File: config.mk
export PLATFORM = sky130hd
export DESIGN_NAME = prio_arb
export DESIGN_NICKNAME = d
export VERILOG_FILES = /design/src/rtl/prio_arb_pkg.sv /design/src/rtl/prio_find_first.sv /design/src/rtl/prio_arb.sv
export SDC_FILE = /design/constraint.sdc
export NUM_CORES = 1
export LEC_CHECK = 0
export ABC_AREA = 0
export BUFFER_PORTS_ARGS = -buffer_cell sky130_fd_sc_hd__clkbuf_2
export CAP_MARGIN = 15
export CORE_MARGIN = 5
export CORE_UTILIZATION = 27
export DETAILED_ROUTE_END_ITERATION = 10
export GPL_TIMING_DRIVEN = 0
export PLACE_DENSITY_LB_ADDON = 0.08
export REMOVE_ABC_BUFFERS = 1
export SETUP_SLACK_MARGIN = 0.5
export SLEW_MARGIN = 15
export SYNTH_ARGS = -nofsm -noshare
export SYNTH_HDL_FRONTEND = slang
export SYNTH_SLANG_ARGS = --single-unit
File: constraint.sdc
create_clock -name clk -period 2.3 [get_ports clk]
set_input_delay 0.345 -clock clk [delete_from_list [all_inputs] [get_ports clk]]
set_output_delay 0.345 -clock clk [all_outputs]
set_load 0.02 [all_outputs]
File: src/rtl/prio_arb_pkg.sv
// prio_arb_pkg: shared constants and types for the prio_arb priority arbiter.
//   MODE_FIXED / MODE_RR : arbitration mode selectors for prio_arb.MODE
//   state_t              : grant FSM state encoding
package prio_arb_pkg;

  localparam int MODE_FIXED = 0;
  localparam int MODE_RR    = 1;

  typedef enum logic {
    ST_IDLE,
    ST_GRANT
  } state_t;

endpackage

File: src/rtl/prio_find_first.sv
// prio_find_first: combinational search for a set bit in a vector.
//   vec   in  N  vector to search
//   found out 1  vec has at least one set bit
//   idx   out W  index of the highest (HIGHEST=1) or lowest (HIGHEST=0) set bit,
//                0 when nothing is set
module prio_find_first #(
  parameter int N       = 8,
  parameter int W       = $clog2(N),
  parameter bit HIGHEST = 1'b0
) (
  input  logic [N-1:0] vec,
  output logic         found,
  output logic [W-1:0] idx
);

  // The scan direction is chosen so the last match written is the one wanted.
  always_comb begin
    found = |vec;
    idx   = '0;
    if (HIGHEST) begin
      for (int i = 0; i < N; i++) begin
        if (vec[i]) idx = W'(i);
      end
    end else begin
      for (int i = N - 1; i >= 0; i--) begin
        if (vec[i]) idx = W'(i);
      end
    end
  end

endmodule

File: src/rtl/prio_arb.sv
// prio_arb: registered N-input priority arbiter with valid/ready grant output.
// Fixed priority (highest index wins) or round-robin (first set bit at or after
// the pointer, wrapping to index 0). The just-granted requester becomes lowest
// priority after its handshake in round-robin mode.
//   clk        in  1  rising-edge clock
//   rst        in  1  asynchronous active-high reset
//   req        in  N  request vector
//   lock       in  1  re-grant the current winner at handshake (only with
//                     PRIO_ARB_LOCK_EN defined)
//   gnt_ready  in  1  downstream accepts the current grant
//   gnt_valid  out 1  grant valid
//   gnt_idx    out W  granted requester index
//   gnt_onehot out N  one-hot of gnt_idx while gnt_valid, else 0
// Optional feature macro: PRIO_ARB_LOCK_EN.
module prio_arb
  import prio_arb_pkg::*;
#(
  parameter int N    = 8,
  parameter int W    = $clog2(N),
  parameter int MODE = MODE_RR
) (
  input  logic         clk,
  input  logic         rst,
  input  logic [N-1:0] req,
`ifdef PRIO_ARB_LOCK_EN
  input  logic         lock,
`endif
  input  logic         gnt_ready,
  output logic         gnt_valid,
  output logic [W-1:0] gnt_idx,
  output logic [N-1:0] gnt_onehot
);

  state_t         state, state_nxt;
  logic [W-1:0]   ptr, ptr_inc, arb_ptr;
  logic [W-1:0]   win_idx;
  logic           win_found;
  logic           lock_hit;
  logic           hs_adv;
  logic           load;

  function automatic logic [N-1:0] to_onehot(input logic [W-1:0] i);
    logic [N-1:0] v;
    v    = '0;
    v[i] = 1'b1;
    return v;
  endfunction

`ifdef PRIO_ARB_LOCK_EN
  // Lock only holds while the locked requester still asks for the resource.
  assign lock_hit = lock & req[gnt_idx];
`else
  assign lock_hit = 1'b0;
`endif

  // Explicit wrap so non-power-of-2 N never produces an index >= N.
  assign ptr_inc = (gnt_idx == W'(N - 1)) ? '0 : gnt_idx + 1'b1;

  // A handshake that is not locked retires the grant and moves the pointer;
  // arbitration in that same cycle already uses the advanced pointer.
  assign hs_adv  = (state == ST_GRANT) && gnt_ready && !lock_hit;
  assign arb_ptr = ((MODE == MODE_RR) && hs_adv) ? ptr_inc : ptr;

  generate
    if (MODE == MODE_RR) begin : g_rr
      logic [N-1:0] mask_req;
      logic         m_found, a_found;
      logic [W-1:0] m_idx, a_idx;

      always_comb begin
        mask_req = '0;
        for (int i = 0; i < N; i++) begin
          mask_req[i] = req[i] && (W'(i) >= arb_ptr);
        end
      end

      prio_find_first #(.N(N), .W(W), .HIGHEST(1'b0)) u_find_masked (
        .vec   (mask_req),
        .found (m_found),
        .idx   (m_idx)
      );

      prio_find_first #(.N(N), .W(W), .HIGHEST(1'b0)) u_find_wrap (
        .vec   (req),
        .found (a_found),
        .idx   (a_idx)
      );

      assign win_found = a_found;
      assign win_idx   = m_found ? m_idx : a_idx;
    end else begin : g_fixed
      prio_find_first #(.N(N), .W(W), .HIGHEST(1'b1)) u_find_high (
        .vec   (req),
        .found (win_found),
        .idx   (win_idx)
      );
    end
  endgenerate

  always_comb begin
    state_nxt = state;
    load      = 1'b0;
    case (state)
      ST_IDLE: begin
        if (win_found) begin
          state_nxt = ST_GRANT;
          load      = 1'b1;
        end
      end
      ST_GRANT: begin
        // Locked handshake keeps state, index and pointer untouched.
        if (hs_adv) begin
          if (win_found) load = 1'b1;
          else           state_nxt = ST_IDLE;
        end
      end
      default: state_nxt = ST_IDLE;
    endcase
  end

  // Stage p0 -> output register: grant index/one-hot and FSM state
  always_ff @(posedge clk or posedge rst) begin
    if (rst) begin
      state      <= ST_IDLE;
      ptr        <= '0;
      gnt_idx    <= '0;
      gnt_onehot <= '0;
    end else begin
      state <= state_nxt;
      ptr   <= arb_ptr;
      if (load) begin
        gnt_idx    <= win_idx;
        gnt_onehot <= to_onehot(win_idx);
      end else if (state_nxt == ST_IDLE) begin
        gnt_onehot <= '0;
      end
    end
  end

  assign gnt_valid = (state == ST_GRANT);

endmodule

Word-level counts from Yosys, hierarchy flattened
Cells that the tools add are included.
Widths: inputs -> output; s select.
- flip-flop bits (word level): 15
- input port bits: 11
- output and inout port bits: 12
- word-level logic and storage cells: 58
- $add $sub $neg: 1
- order comparisons: 10
- equality and inequality tests: 2
- mux-type cells: 28
- bitwise gates (word level): 1
- reductions and logical operators: 12
- operators with widths (kind ; number):
    $mux 3 ; 19
    $mux 8 ; 2
    $reduce_or 8->1 ; 2
    $ge 3x3->1 const A ; 4
    $logic_and 1x1->1 ; 10
    $ge 1x3->1 const A ; 2
    $ge 2x3->1 const A ; 2
    $lt 3x4->1 const B ; 1
    $mux 1 ; 4
    $pmux 1 s2 ; 2
    $add 3x1->3 const B ; 1
    $demux 1 s3 ; 1
    $eq 3x3->1 const B ; 1
    $ge 3x1->1 const B ; 1
    $ne 2x1->1 const B ; 1
    $not 1->1 ; 1

Depth between registers and ports, before layout
Gate-level depths: netlist (run 1).
- depth in word-level cells: 19
- gate-level depth with buffers: 9
- gate-level depth less buffers: 9

Cells and area by module
Synthesis (run 1) repeated with hierarchy kept, for this count alone.
- cell total of the unflattened synthesis: 97
- area total of the unflattened synthesis: 895.9 um^2
- modules (own cells, without submodules) (module ; times used ; cells each ; area an instance (um^2) ; sequential area each (um^2)):
    prio_arb ; 1 ; 71 ; 733.2 ; 375.4
    prio_find_first ; 2 ; 13 ; 81.3 ; 0.0

Worst setup path before layout (run 1)
Ideal clock, no wire load.
- path kind: reg-to-reg
- from: reg gnt_idx[0]
- to: reg gnt_onehot[1]
- library setup time: 0.092 ns
- data arrival time: 2.326 ns
- data required time: 2.208 ns
- slack: -0.118 ns
- cell stages (with the launch flop): 10
- path buffers: 0
- period minus slack after synthesis: 2.418 ns
- path through: dfrtp_1 ha_1 ha_1 or2_1 mux2_4 o311a_4 nor3_4 nand2_2 o21a_1 o31ai_2
- word-level cells in the longest chain between the ends: 19
- elaborated cells between the ends (all ways): 36
- those cells by class: add/sub (1); order compare (10); eq/ne (1); mux (14); reduce/logical (10)
- ends and longest elaborated chain (item ; RTL line ; RTL):
    start: declaration ; prio_arb.sv:30 ; output logic [W-1:0] gnt_idx,
    start signal: assignment ; prio_arb.sv:132 ; gnt_idx <= win_idx;
    $add 3x1->3 or $eq 3x3->1 (tied branches) ; prio_arb.sv:57 ; assign ptr_inc = (gnt_idx == W'(N - 1)) ? '0 : gnt_idx + 1'b1;
    $mux 3 * ; prio_arb.sv:57 ;
    $mux 3 * ; prio_arb.sv:62 ; assign arb_ptr = ((MODE == MODE_RR) && hs_adv) ? ptr_inc : ptr;
    $ge 3x3->1 ; prio_arb.sv:73 ; mask_req[i] = req[i] && (W'(i) >= arb_ptr);
    $logic_and 1x1->1 ; prio_arb.sv:73 ;
    $mux 3 (8 in series) ; prio_find_first.sv:26 ; if (vec[i]) idx = W'(i);
    $mux 3 * ; prio_arb.sv:90 ; assign win_idx = m_found ? m_idx : a_idx;
    $lt 3x4->1 (implied by the code) or $ge 3x1->1 (tied branches) ; prio_arb.sv:45 ; v[i] = 1'b1;
    $logic_and 1x1->1 (implied by the code) ; prio_arb.sv:45 ;
    $mux 1 (implied by the code) ; prio_arb.sv:45 ;
    $demux 1 s3 * ; prio_arb.sv:45 ;
    $mux 8 * ; prio_arb.sv:131 ; if (load) begin
    end signal: assignment ; prio_arb.sv:133 ; gnt_onehot <= to_onehot(win_idx);
    end: declaration ; prio_arb.sv:31 ; output logic [N-1:0] gnt_onehot
Mark *: on every way between the ends. The rest lies on a longest branch, timed or not.
A chain may end at the register's enable or synchronous reset.

Final worst setup path (run 1)
- from: reg gnt_idx[0]
- to: reg gnt_onehot[4]
The elaborated chain is that of the path after synthesis.

==> run metrics, run 1 <==
routability congestion estimate=0.802; r2r worst-path depth=9; Synth Cell Area=981 µm²; status=complete, but fails checks; fin crit period=2420 ps; multi-input logic area=671 µm²; Top FF cell, synth=dfrtp_1; Worst path max stage delay=400 ps; Sink Count=15; post-detail-place hpwl=1.97 mm; setup_tns=-641 ps; Hold WC Path Type=in2async; Final Util=about two fifths; fmax=413 MHz; diodes inserted=0; CP Cell Sequence=ha_2, ha_4, or2_1, mux2_4, o311a_4, buf_4, a41o_1, and3_1, a22o_1; clk_lat worst skew=between 200 and 300 ps; top cells by area, synth=dfrtp_1 (38%), nand2_1 (6.1%), o21ai_0 (4.1%); fin nets=157; syn_area_per_cell=8.76 µm²; remaining antenna violation count=0; RR Startpoint=gnt_idx[0]; Setup WS pre-CTS=-452 ps; crit path capture type=register; cells after synthesis=112; Core Box Area=roughly 3400 µm²; cell chosen for the clock root=clkbuf_4; GRT overflow=0; WL final=around 2.7 mm; Slew Viols, Final=0; worst vdd ir=0.000451 V; top-level I/O count=23; Post-Route Skew=1.98 ps; post-route clock period utilization=105%; sw frac=between 40% and 50%; TritonCTS Buffers=3; Pwr Density=1340 nW/µm²; Req. time, crit path=2470 ps; EDFF count, synth=0; vias in the first global route=968; Yosys Warn Count=0; slowest CP cell=dfrtp_1; Synth cell types=38; H-tree depth=1; Die ar.=between 4000 and 5000 µm²; max-cap violation count=0; port bufs=22; DR DRC count=0; final hold violation count=0; GRT Util Overall=roughly 11%; DR vias/cell=4.99; worst-margin pin slew=1050 ps; Die H=70.3 µm; Die X=70.3 µm; row cnt=21; number of instances in the placed design=between 150 and 200; Storage cell area=375 µm²; CTS max path bufs=2; net switching power=0.827 mW; layout cell share with drive strength beyond 1=between 30 and 40%; initial antenna violation count=0; register share of total power=approximately a quarter; RSZ-0062 raised after global routing=true; router iterations before antenna repair=4; Slew HR=29.8%; clock slew at reported path FFs=90 ps; Leak=approximately 0.6 nW; Starting DRT DRC Count=35; Critical Path Source=gnt_idx[0]; combinational fraction of design power=66.1%; crit start category=register; Filler Cell Count=380; Post-synth ARST share=100%; first-pass GRT wire length=4.53 mm; reg2reg end=gnt_onehot[4]; Clock power frac=8.4%; via count=about 940; area delta synth->final=35.2%; CTS tree=yes; DR WL/cell=14.3 µm; register area share after synthesis=38.3%; largest net degree at the start of global routing=16; final setup margin=-120 ps; effective utilization at floorplan=28.7%; Setup crit end=gnt_onehot[4]; Non-Filler Instances=189; worst endpoint data arrival time=around 2600 ps; worst-path fanout max=5; Worst Hold Slack=89.9 ps; r2r setup slk=-120 ps; Final Setup Violations=7; Synth area leader=dfrtp_1; failing checks=negative setup slack; Cell Int Power=0.954 mW; top cell type's share of synthesized area=38.3%; CP Class=reg2reg; hold buffers post-CTS=0; #FFs+latches synth=15
-- repair_timing --
action / in CTS / in global routing
endpoints found under the setup margin: 11 / 11
buffers inserted: 5 / 2
gates resized for setup: 15 / 8
pin swaps: 6 / 2
-- power groups by stage --
stage	Combinational [mW]	Sequential [mW]	Clock [mW]
floorplan	0.524	0.547	0
global placement	0.870	0.449	0
detailed placement	0.868	0.456	0
CTS	1.05	0.456	0.154
global route	1.27	0.471	0.171
finish	1.18	0.456	0.149
-- logic make-up (layout without fill, tap and decap cells) --
| kind of cell | after synthesis | after routing | synth area share, % |
|---|---|---|---|
| AND/OR/NAND/NOR | 45 | 45 | 24.1 |
| AO/OA/AOI/OAI | 37 | 37 | 27.9 |
| flip-flops | 15 | 15 | 38.3 |
| buffers and inverters | 11 | 42 | 4.21 |
| adder cells (fa/ha/maj) | 2 | 2 | 2.55 |
| multiplexers | 2 | 2 | 2.93 |
-- how the worst min path moves through the flow --
stage / to / depth (start not counted) / start / slack, ps
6_report: gnt_idx[2] / 2 / rst / 90
3_5_place_dp: gnt_idx[2] / 2 / rst / 420
4_1_cts: gnt_idx[2] / 2 / rst / 110
3_3_place_gp: ptr[1] / 2 / rst / 420
2_1_floorplan: gnt_idx[0] / 1 / rst / 250
5_1_grt: gnt_onehot[0] / 2 / rst / 160
-- cell usage after synthesis (2+ instances only) --
master and count:
a21oi_1 7, a22o_1 2, a2bb2oi_1 2, a31oi_1 4, clkbuf_1 2, dfrtp_1 15
ha_1 2, inv_1 9, nand2_1 16, nand2b_1 4, nand3_1 5, nor2_1 7
o21a_1 2, o21ai_0 8, o31ai_1 2, o31ai_2 2, or2_2 2
-- per-stage QoR --
step / area [µm²] / power [mW]
after floorplan: 973 / 1.07
after global placement: 1140 / 1.32
after detailed placement: 1140 / 1.32
after CTS: 1260 / 1.66
after global routing: 1330 / 1.91
final: 1330 / 1.78
-- per-layer routing --
layer  routed length, µm  up-vias  GRT usage (%)
met4                  17        0           3.40
met2                1310       19           18.3
met1                1280      455           14.5
met5                   0        -              0
li1                    -      467              -
met3                  98        2           3.01
-- critical path: cells and delay by family, from the launching register on --
family | cells | cell delay, ps
AO/OA/AOI/OAI | 3 | 740
adder cells (fa/ha/maj) | 2 | 350
buffers and inverters | 1 | 140
flip-flops | 1 | 400
multiplexers | 1 | 310
AND/OR/NAND/NOR | 2 | 380
-- state kept, by name, indices dropped and copies added, names as in the netlist --
signal and cells:
gnt_onehot 8, gnt_valid 1, gnt_idx 3, ptr 3
-- layout by cell type, fill, tap and decap left out, drive strengths merged, types with 2 or more instances in the layout --
cell type  count
clkbuf        26
ha             2
inv            9
nor2           7
dfrtp         15
o21a           2
or2            3
a2bb2oi        2
buf            7
o21ai          9
nand2         17
and2           2
o31ai          4
a31oi          4
nand3          5
a21oi          7
a22o           2
nand2b         4
-- cell type report --
cell class | count | share of cell area, %
multi-input combinational | 86 | 50.6
sequential | 15 | 28.3
timing repair buffer | 29 | 12.3
tap | 46 | 4.34
inverter | 9 | 2.55
clock buffer | 4 | 1.98
No activity file was read; power rests on OpenSTA's default activity.
==> run 2, diff against run 1 <==
==> constraint.sdc (replaced) <==
create_clock -name clk -period 2.9 [get_ports clk]
set_input_delay 0.435 -clock clk [delete_from_list [all_inputs] [get_ports clk]]
set_output_delay 0.435 -clock clk [all_outputs]
set_load 0.02 [all_outputs]
==> run metrics, run 2 (synthesis gave the netlist of run 1 again) <==
status=complete, no violations (was complete, but fails checks); Worst Hold Slack=181 ps (was 89.9 ps); GR Layer Usage met2=18.0% (was 18.3%); most flop-heavy register=gnt_onehot (unchanged); Die H=70.3 µm (unchanged); CTS tree=yes (unchanged); Final Util=37.5% (was 38.8%); effective utilization at floorplan=28.7% (unchanged); fin nets=158 (was 157); final hold violation count=0 (unchanged); worst-path fanout max=5 (unchanged); Die X=70.3 µm (unchanged); TritonCTS Buffers=3 (unchanged); Post-DP Area=1140 µm² (unchanged); max-cap violation count=0 (unchanged); layout cell share with drive strength beyond 1=36.8% (was 39.9%); commonest non-fill, non-tap cell in the layout=clkbuf_2 (unchanged); fmax=417 MHz (was 413 MHz); crit path capture type=register (unchanged); area delta synth->final=30.7% (was 35.2%); top-level I/O count=23 (unchanged); cell mode on critical path=ha_2; Core Box Area=3420 µm² (unchanged); RSZ-0062 raised after global routing=true (unchanged); Die ar.=4940 µm² (unchanged); fin crit period=2400 ps (was 2420 ps); Worst path max stage delay=400 ps (about the same); first-pass GRT wire length=4.56 mm (was 4.53 mm); initial antenna violation count=0 (unchanged); via count=946 (was 943); slowest CP cell=dfrtp_1 (unchanged); CP Class=reg2reg (unchanged); Starting DRT DRC Count=40 (was 35); clk_lat worst skew=280 ps (about the same); GRT overflow=0 (unchanged); cell chosen for the clock root=clkbuf_4 (unchanged); post-detail-place hpwl=1.97 mm (unchanged); Filler Cell Count=378 (was 380); Sink Count=15 (unchanged); Slew Viols, Final=0 (unchanged); router iterations before antenna repair=4 (unchanged); setup_tns=0 ps (was -641 ps); Hold WC Path Type=in2async (unchanged); Leak=0.603 nW (was 0.606 nW); largest net degree at the start of global routing=16 (unchanged); worst vdd ir=0.000368 V (was 0.000451 V); DR vias/cell=4.98 (was 4.99); CTS max path bufs=2 (unchanged); clock slew at reported path FFs=90 ps (about the same); hold buffers post-CTS=0 (unchanged); commonest non-fill, non-tap cells in the layout=clkbuf_2 (22), nand2_1 (16), dfrtp_1 (15) (unchanged); WL final=2.64 mm (was 2.71 mm); row cnt=21 (unchanged); Final Setup Violations=0 (was 7); remaining antenna violation count=0 (unchanged); design area=1280 µm² (was 1330 µm²); DR DRC count=0 (unchanged); routability congestion estimate=0.802 (unchanged); top flop regs=gnt_onehot x8, gnt_idx x3, ptr x3 (unchanged); Req. time, crit path=3070 ps (was 2470 ps); Slew HR=33.0% (was 29.8%); M3 GR Usage=3.30% (was 3.01%); crit start category=register (unchanged); GR Util met1=14.6% (was 14.5%); CP Cell Sequence=ha_2, ha_2, or2_1, mux2_4, o311a_4, buf_4, a41o_1, and3_1, a22o_1 (was ha_2, ha_4, or2_1, mux2_4, o311a_4, buf_4, a41o_1, and3_1, a22o_1); GRT Util Overall=11.3% (about the same); Pwr Density=1050 nW/µm² (was 1340 nW/µm²); worst endpoint data arrival time=2570 ps (was 2590 ps); H-tree depth=1 (unchanged); vias in the first global route=978 (was 968); post-route clock period utilization=82.7% (was 105%); max reg flops=8 (unchanged); Post-Route Skew=2.62 ps (was 1.98 ps); grt peak-use layer=met2 (unchanged); worst-margin pin slew=1000 ps (was 1050 ps); DR WL/cell=13.9 µm (was 14.3 µm); diodes inserted=0 (unchanged); port bufs=22 (unchanged)
## run 2: changes by cell type in the layout (fill, tap and decap cells not counted), sizes merged
cell	delta
buf	+1
## run 2: per-layer routing
layer,up-vias,part of all wire (%)
met4,0,1.4
met2,28,46
li1,468,-
met1,446,48
met3,4,4.7
met5,-,0
## run 2: worst paths after layout
path	from	end	slack, ps	cells after the start
worst min register to register	gnt_onehot[0]	gnt_onehot[0]	490	2
worst min-delay path	rst	gnt_idx[2]	180	2
worst max register to register	gnt_idx[0]	gnt_onehot[4]	500	9
min in group clk	gnt_onehot[0]	gnt_onehot[0]	490	2
max in group asynchronous	rst	gnt_onehot[4]	2340	2
worst max-delay path	gnt_idx[0]	gnt_onehot[4]	500	9
## run 2: what timing repair did
action | in CTS | in global routing
pin swaps | 6 | 3
setup endpoints to repair | 9 | 9
setup buffers | 6 | 2
gates resized for setup | 9 | 2
## run 2: layout make-up
type | instances | area, µm² | share of cell area [%]
sequential | 15 | 375 | 29.3
inverter | 9 | 33.8 | 2.63
tap | 46 | 57.6 | 4.49
timing repair buffer | 30 | 170 | 13.3
clock buffer | 4 | 26.3 | 2.05
multi-input combinational | 86 | 619 | 48.3
## run 2: critical path, delay by kind of cell (launching register included)
family | cells | cell delay, ps
AO/OA/AOI/OAI | 3 | 730
buffers and inverters | 1 | 140
flip-flops | 1 | 400
multiplexers | 1 | 300
AND/OR/NAND/NOR | 2 | 380
adder cells (fa/ha/maj) | 2 | 340
## run 2: power breakdown
| part | total, mW | internal, mW | switching, mW |
|---|---|---|---|
| clock network | 0.118 | 0.0533 | 0.0644 |
| registers | 0.359 | 0.297 | 0.0615 |
| logic | 0.867 | 0.376 | 0.491 |
| total | 1.34 | 0.726 | 0.617 |
## run 2: per-stage QoR
step / cells / worst slack [ps] / total power [mW]
global placement: 178 / 106 / 1.05
global route: 190 / 422 / 1.45
floorplan: 110 / 482 / 0.850
CTS: 188 / 502 / 1.32
finish: 190 / 503 / 1.34
detailed placement: 178 / 148 / 1.05
==> run 3, diff against run 2 <==
==> constraint.sdc (replaced) <==
create_clock -name clk -period 2.25 [get_ports clk]
set_input_delay 0.3375 -clock clk [delete_from_list [all_inputs] [get_ports clk]]
set_output_delay 0.3375 -clock clk [all_outputs]
set_load 0.02 [all_outputs]
==> run metrics, run 3 (synthesis gave the netlist of run 1 again) <==
initial antenna violation count=0 (unchanged); hold buffers post-CTS=0 (unchanged); area delta synth->final=35.2% (was 30.7%); Req. time, crit path=2420 ps (was 3070 ps); top flop regs=gnt_onehot x8, gnt_idx x3, ptr x3 (unchanged); post-route clock period utilization=108% (was 82.7%); clock slew at reported path FFs=90 ps (about the same); Final Util=38.8% (was 37.5%); fmax=413 MHz (was 417 MHz); GRT overflow=0 (unchanged); Die ar.=4940 µm² (unchanged); clk_lat worst skew=280 ps (about the same); Leak=0.606 nW (was 0.603 nW); vias in the first global route=968 (was 978); most flop-heavy register=gnt_onehot (unchanged); final hold violation count=0 (unchanged); TritonCTS Buffers=3 (unchanged); router iterations before antenna repair=4 (unchanged); largest net degree at the start of global routing=16 (unchanged); Post-Route Skew=1.98 ps (was 2.62 ps); via count=943 (was 946); Filler Cell Count=380 (was 378); port bufs=22 (unchanged); diodes inserted=0 (unchanged); Slew HR=29.8% (was 33.0%); first-pass GRT wire length=4.53 mm (was 4.56 mm); crit start category=register (unchanged); CTS max path bufs=2 (unchanged); routability congestion estimate=0.802 (unchanged); Slew Viols, Final=0 (unchanged); max reg flops=8 (unchanged); Pwr Density=1370 nW/µm² (was 1050 nW/µm²); remaining antenna violation count=0 (unchanged); commonest non-fill, non-tap cell in the layout=clkbuf_2 (unchanged); Die X=70.3 µm (unchanged); WL final=2.71 mm (was 2.64 mm); GRT Util Overall=11.3% (about the same); layout cell share with drive strength beyond 1=39.9% (was 36.8%); CP Class=reg2reg (unchanged); worst endpoint data arrival time=2590 ps (was 2570 ps); Core Box Area=3420 µm² (unchanged); DR DRC count=0 (unchanged); Starting DRT DRC Count=40 (unchanged); crit path capture type=register (unchanged); Setup WS pre-CTS=-502 ps (was 148 ps); worst-margin pin slew=1050 ps (was 1000 ps); RSZ-0062 raised after global routing=true (unchanged); max-cap violation count=0 (unchanged); Hold WC Path Type=in2async (unchanged); worst-path fanout max=5 (unchanged); DR vias/cell=4.99 (was 4.98); failing checks=negative setup slack; status=complete, but fails checks (was complete, no violations); fin nets=157 (was 158); Die H=70.3 µm (unchanged); Sink Count=15 (unchanged); effective utilization at floorplan=28.7% (unchanged); top-level I/O count=23 (unchanged); fin crit period=2420 ps (was 2400 ps); cell chosen for the clock root=clkbuf_4 (unchanged); final setup margin=-170 ps (was 503 ps); row cnt=21 (unchanged); commonest non-fill, non-tap cells in the layout=clkbuf_2 (22), nand2_1 (16), dfrtp_1 (15) (unchanged); post-detail-place hpwl=1.97 mm (unchanged); H-tree depth=1 (unchanged); Final Setup Violations=9 (was 0); DR WL/cell=14.3 µm (was 13.9 µm); worst vdd ir=0.000461 V (was 0.000368 V); CTS tree=yes (unchanged)
-- run 3: path summary, 6_finish.rpt --
check / from / endpoint / slack [ps] / cells after the start
worst max register to register: gnt_idx[0] / gnt_onehot[4] / -170 / 9
min in group clk: req[2] / gnt_valid / 460 / 4
max in group asynchronous: rst / gnt_onehot[4] / 1790 / 2
worst max-delay path: gnt_idx[0] / gnt_onehot[4] / -170 / 9
worst min-delay path: rst / gnt_idx[2] / 80 / 2
worst min register to register: gnt_onehot[0] / gnt_onehot[0] / 490 / 2
-- run 3: cell type report --
class | count | area, µm² | area share [%]
clock buffers | 4 | 26.3 | 1.98
inverters | 9 | 33.8 | 2.55
multi-input cells | 86 | 671 | 50.6
flip-flops and latches | 15 | 375 | 28.3
well taps | 46 | 57.6 | 4.34
repair buffers | 29 | 163 | 12.3
-- run 3: metal layers --
layer / global-route usage (%) / routed length, µm
met5: 0 / 0
met3: 3.01 / 98
met1: 14.5 / 1280
met2: 18.3 / 1310
met4: 3.40 / 17
-- run 3: repair_timing --
| action | CTS | global route |
|---|---|---|
| gates resized for setup | 16 | 7 |
| buffers inserted | 5 | 2 |
| gates cloned | 0 | 0 |
| setup endpoints to repair | 11 | 11 |
| pin swaps | 6 | 2 |
-- run 3: metrics by stage --
stage | hold WS (ps) | cells | instance area (µm²) | total power, mW | setup TNS, ps
6_report | 82.4 | 189 | 1330 | 1.82 | -1000
5_1_grt | 150 | 189 | 1330 | 1.95 | -1860
4_1_cts | 104 | 187 | 1260 | 1.70 | -839
3_5_place_dp | 410 | 178 | 1140 | 1.35 | -3990
3_3_place_gp | 413 | 178 | 1140 | 1.35 | -4170
2_1_floorplan | 239 | 110 | 973 | 1.10 | -1210
-- run 3: critical path, cell delays in order (launching register included) --
cell and delay (ps):
dfrtp_1 400, ha_2 200, ha_4 150, or2_1 230
mux2_4 310, o311a_4 330, buf_4 140, a41o_1 210
and3_1 150, a22o_1 200
-- run 3: power by group --
group          switching (mW)  internal [mW]  total (mW)  leakage, nW
clock                  0.0834         0.0688       0.152       0.0150
sequential             0.0829          0.383       0.466        0.189
combinational           0.679          0.523        1.20        0.402
